### src/rtl/mealy_pkg.sv
// Shared helpers for mealy_pattern_matcher: index/fill width function and default geometry.
package mealy_pkg;

    function automatic int clog2_min1(input int n);
        int w;
        w = 0;
        while ((1 << w) < n) begin
            w++;
        end
        return (w < 1) ? 1 : w;
    endfunction

    localparam int DEF_PAT_LEN = 3;
    localparam int DEF_NUM_PAT = 2;
    localparam int DEF_CNT_W   = 8;
    localparam int DEF_FILL_W  = clog2_min1(DEF_PAT_LEN);
    localparam int DEF_IDX_W   = clog2_min1(DEF_NUM_PAT);

    typedef logic [DEF_FILL_W-1:0] fill_t;
    typedef logic [DEF_IDX_W-1:0]  idx_t;

endpackage

### src/rtl/mealy_pat_slot.sv
// One pattern slot: programmable pattern register, comparator and, with
// MEALY_HIT_COUNT_EN defined, a saturating hit counter.
module mealy_pat_slot
    import mealy_pkg::*;
#(
    parameter int                 PAT_LEN = DEF_PAT_LEN,
    parameter int                 IDX_W   = DEF_IDX_W,
    parameter int                 SLOT    = 0,
`ifdef MEALY_HIT_COUNT_EN
    parameter int                 CNT_W   = DEF_CNT_W,
`endif
    parameter logic [PAT_LEN-1:0] RST_PAT = '0
) (
    input  logic               clock,
    input  logic               reset_n,
    input  logic               match_en,
    input  logic [PAT_LEN-1:0] window,
    input  logic               cfg_we,
    input  logic [IDX_W-1:0]   cfg_idx,
    input  logic [PAT_LEN-1:0] cfg_pattern,
`ifdef MEALY_HIT_COUNT_EN
    input  logic               cnt_clr,
    output logic [CNT_W-1:0]   hit_cnt,
`endif
    output logic               hit
);

    logic [PAT_LEN-1:0] pat_q;
    logic [PAT_LEN-1:0] pat_d;

    // The comparator sees pat_q, so a write in the same cycle only affects later samples.
    assign hit = match_en && (window == pat_q);

    always_comb begin
        pat_d = pat_q;
        if (cfg_we && (cfg_idx == IDX_W'(SLOT))) begin
            pat_d = cfg_pattern;
        end
    end

    always_ff @(posedge clock or negedge reset_n) begin
        if (!reset_n) begin
            pat_q <= RST_PAT;
        end else begin
            pat_q <= pat_d;
        end
    end

`ifdef MEALY_HIT_COUNT_EN
    logic [CNT_W-1:0] cnt_q;
    logic [CNT_W-1:0] cnt_d;

    assign hit_cnt = cnt_q;

    // Clear wins over a simultaneous hit; the count sticks at all-ones.
    always_comb begin
        cnt_d = cnt_q;
        if (cnt_clr) begin
            cnt_d = '0;
        end else if (hit && (cnt_q != {CNT_W{1'b1}})) begin
            cnt_d = cnt_q + CNT_W'(1);
        end
    end

    always_ff @(posedge clock or negedge reset_n) begin
        if (!reset_n) begin
            cnt_q <= '0;
        end else begin
            cnt_q <= cnt_d;
        end
    end
`endif

endmodule

### src/rtl/mealy_pattern_matcher.sv
// Serial Mealy detector for NUM_PAT programmable patterns of PAT_LEN bits.
// Optional per-slot saturating hit counters when MEALY_HIT_COUNT_EN is defined.
module mealy_pattern_matcher
    import mealy_pkg::*;
#(
    parameter int                         PAT_LEN      = DEF_PAT_LEN,
    parameter int                         NUM_PAT      = DEF_NUM_PAT,
    parameter int                         CNT_W        = DEF_CNT_W,
    parameter logic [NUM_PAT*PAT_LEN-1:0] RST_PATTERNS = {3'b101, 3'b010}
) (
    input  logic                             clock,
    input  logic                             reset_n,
    input  logic                             i_valid,
    input  logic                             i,
    input  logic                             overlap,
    input  logic                             cfg_we,
    input  logic [clog2_min1(NUM_PAT)-1:0]   cfg_idx,
    input  logic [PAT_LEN-1:0]               cfg_pattern,
`ifdef MEALY_HIT_COUNT_EN
    input  logic                             cnt_clr,
    output logic [NUM_PAT*CNT_W-1:0]         hit_cnt,
`endif
    output logic [NUM_PAT-1:0]               o
);

    localparam int                FILL_W    = clog2_min1(PAT_LEN);
    localparam int                IDX_W     = clog2_min1(NUM_PAT);
    localparam logic [FILL_W-1:0] FILL_FULL = FILL_W'(PAT_LEN - 1);

    logic [PAT_LEN-2:0] hist_q;
    logic [PAT_LEN-2:0] hist_d;
    logic [FILL_W-1:0]  fill_q;
    logic [FILL_W-1:0]  fill_d;
    logic [PAT_LEN-1:0] window;
    logic               match_en;

    // Newest sample sits at the LSB, oldest at the MSB, matching the pattern bit order.
    assign window   = {hist_q, i};
    assign match_en = i_valid && (fill_q == FILL_FULL);

    always_comb begin
        hist_d = hist_q;
        fill_d = fill_q;
        if (i_valid) begin
            hist_d = window[PAT_LEN-2:0];
            if (!overlap && (|o)) begin
                fill_d = '0;
            end else if (fill_q != FILL_FULL) begin
                fill_d = fill_q + FILL_W'(1);
            end
        end
    end

    always_ff @(posedge clock or negedge reset_n) begin
        if (!reset_n) begin
            hist_q <= '0;
            fill_q <= '0;
        end else begin
            hist_q <= hist_d;
            fill_q <= fill_d;
        end
    end

    for (genvar k = 0; k < NUM_PAT; k++) begin : g_slot
        mealy_pat_slot #(
            .PAT_LEN (PAT_LEN),
            .IDX_W   (IDX_W),
            .SLOT    (k),
`ifdef MEALY_HIT_COUNT_EN
            .CNT_W   (CNT_W),
`endif
            .RST_PAT (RST_PATTERNS[k*PAT_LEN +: PAT_LEN])
        ) u_slot (
            .clock       (clock),
            .reset_n     (reset_n),
            .match_en    (match_en),
            .window      (window),
            .cfg_we      (cfg_we),
            .cfg_idx     (cfg_idx),
            .cfg_pattern (cfg_pattern),
`ifdef MEALY_HIT_COUNT_EN
            .cnt_clr     (cnt_clr),
            .hit_cnt     (hit_cnt[k*CNT_W +: CNT_W]),
`endif
            .hit         (o[k])
        );
    end

endmodule

### config.mk
export PLATFORM = sky130hd
export DESIGN_NAME = mealy_pattern_matcher
export DESIGN_NICKNAME = d
export VERILOG_FILES = /design/src/rtl/mealy_pkg.sv /design/src/rtl/mealy_pat_slot.sv /design/src/rtl/mealy_pattern_matcher.sv
export SDC_FILE = /design/constraint.sdc
export NUM_CORES = 1
export LEC_CHECK = 0
export BUFFER_PORTS_ARGS = -buffer_cell sky130_fd_sc_hd__buf_2
export CORE_AREA = 2 2 39 41
export DETAILED_ROUTE_END_ITERATION = 8
export DIE_AREA = 0 0 41 43
export SYNTH_ARGS = -nofsm -noshare
export SYNTH_HDL_FRONTEND = slang
export SYNTH_HIERARCHICAL = 1
export SYNTH_SLANG_ARGS = --single-unit
### constraint.sdc
create_clock -name clock -period 1.6 [get_ports clock]
set_input_delay 0.16 -clock clock [delete_from_list [all_inputs] [get_ports clock]]
set_output_delay 0.16 -clock clock [all_outputs]
set_load 0.02 [all_outputs]
==> impl_metrics.json <==
{
  "crit_chain": "inv_1, ha_2, and2_4, and4_4, buf_6",
  "synth.avg_cell_area_um2": 14.8,
  "die_h_um": 43,
  "fmax_mhz": 633,
  "routed-via-count": 335,
  "worstPathRequired_ps": 1440,
  "hp-class": "in -> reg",
  "start_util_pct": 39.5,
  "drc": 0,
  "final_nets": 65,
  "clkTransAtPathRegs_ps": 60,
  "cts_tree": "built",
  "antenna_cells": 0,
  "outcome": "finished, final reports clean",
  "gp_congestion": 0.644,
  "drt-met1-wl_um": 391,
  "nFillCells": 129,
  "hold_ws_ps": 148,
  "slew_headroom_pct": 85.9,
  "drt_wl_total_um": 932,
  "dpl.hpwl_um": 764,
  "place_area_um2": 622,
  "drv_slew": 0,
  "ys_top_cells_by_area": "dfrtp_1 (32%), mux2_4 (16%), dfstp_2 (14%)",
  "ys_seq_area_share_pct": 46.5,
  "avgViaCountPerCell": 4.86,
  "fin_area_um2": 691,
  "finalNonFillerCells": 69,
  "portBuffers": 11,
  "syn_area_um2": 547,
  "path_buf_inv": 2,
  "rsz0062_at_grt": "true",
  "drtPass1Iterations": 4,
  "fin_crit_sh_pct": 98.8,
  "fin_skew_ps": 3.49,
  "slowest_delay_ps": 390,
  "grt_pass1_wl_um": 1550,
  "tightest_slew_ps": 212,
  "wl_per_cell_um": 13.5,
  "min_period_ps": 1580,
  "ys_types": 16,
  "dieArea_um2": 1760,
  "wl_met2_um": 495,
  "grt_usage_pct": 13.5,
  "crit_family": "flip-flops",
  "endpoint_kind": "output pin",
  "clock_latency_ps": 260,
  "ys_ff_latch": 10,
  "syn2layout_area_growth_pct": 26.3,
  "finalPower_mw": 0.835,
  "final.setup.worst_slack_ps": 19.8,
  "wl_met3_um": 46,
  "utilization_pct": 49.9,
  "clock-sinks": 10,
  "synth_nets": 48,
  "grt_max_degree": 11,
  "cts-root-buf": "clkbuf_4",
  "top_layer": "met3",
  "antenna_left": 0,
  "h-tree-depth": 1,
  "ir_drop_v": 0.000723,
  "yosysTopAreaCell": "dfrtp_1",
  "postSynthCellCount": 37,
  "coreArea_um2": 1380,
  "clockBufferDepth": 2,
  "antenna_found_initial": 0,
  "dp_cells": 64,
  "path_class": "reg -> out",
  "mostFrequentLayoutCells": "buf_2 (9), dfrtp_1 (7), xnor2_1 (6), mux2_4 (6)",
  "numCtsBuffers": 3,
  "leakage_nw": 0.319,
  "r2r_slack_ps": 100,
  "slowest_stage": "dfrtp_1",
  "powerDensity_nw_per_um2": 1210,
  "cp-start-kind": "register",
  "ios": 12,
  "setup_violations": 0,
  "grt_pass1_vias": 366,
  "drt_iter0_drc": 5,
  "dp_slack_ps": 83.7,
  "drive_above_1_share_pct": 64.2,
  "drv_cap": 0,
  "die_w_um": 41,
  "crit_fanout": 3,
  "gr-total-overflow": 0,
  "critical_path_arrival_ps": 1420,
  "fin_setup_tns_ps": 0,
  "synth_top_area_share_pct": 32.0,
  "final_common_cell": "buf_2",
  "yosys_warnings": 6,
  "rows": 14,
  "final-hold-violation-count": 0
}
## per-layer routing
layer  global-route usage (%)  vias up
met2                     19.7       10
met5                        0        -
met3                     3.14        0
met4                     10.0        0
li1                         -      163
met1                     16.3      162
## final timing paths
path,from,endpoint,cells past startpoint
setup / recovery,fill_q[0],o[0],5
max in group asynchronous,reset_n,g_slot[1].u_slot/pat_q[2],2
min in group asynchronous,reset_n,g_slot[1].u_slot/pat_q[1],2
setup reg to reg,fill_q[0],fill_q[0],7
hold reg to reg,fill_q[0],fill_q[0],1
hold / removal,cfg_pattern[2],g_slot[0].u_slot/pat_q[2],2
## registers in the layout (all words and copies together), names as in the netlist
register,cells
g_slot.u_slot/pat_q,6
fill_q,2
hist_q,2
## synthesized netlist by cell type (all sizes together)
master	n
and2	1
mux2i	1
o21bai	1
and4	2
nor2b	1
dfstp	3
a21boi	1
o22ai	1
ha	1
xnor2	6
nand2	1
dfrtp	7
mux2	8
nand3b	1
inv	2
## layout make-up
type	count	area, um2	share of cell area [%]
Clock buffer	4	36.3	5.25
Inverter	2	7.51	1.09
Multi-Input combinational cell	25	295	42.8
Sequential cell	10	254	36.8
Tap cell	16	20.0	2.90
Timing Repair Buffer	12	77.6	11.2
## power breakdown
part           leakage (nW)  internal, mW  total (mW)  switching (mW)
Sequential            0.114         0.317       0.360          0.0439
Clock                0.0210         0.138       0.220          0.0825
Combinational         0.184         0.152       0.254           0.102
## timing repair
item	CTS	global route
endpoints found under the hold margin	10	0
resized for setup	8	1
hold buffers	1	0
setup endpoints to repair	2	2
buffers inserted	0	0
## logic make-up after synthesis
family | after synthesis | synth area share, %
AO/OA/AOI/OAI | 3 | 7.78
buffers and inverters | 2 | 1.37
XOR/XNOR | 6 | 9.61
AND/OR/NAND/NOR | 6 | 10.1
adder cells (fa/ha/maj) | 1 | 2.29
multiplexers | 9 | 22.4
flip-flops | 10 | 46.5
No activity file was read; power rests on OpenSTA's default activity.
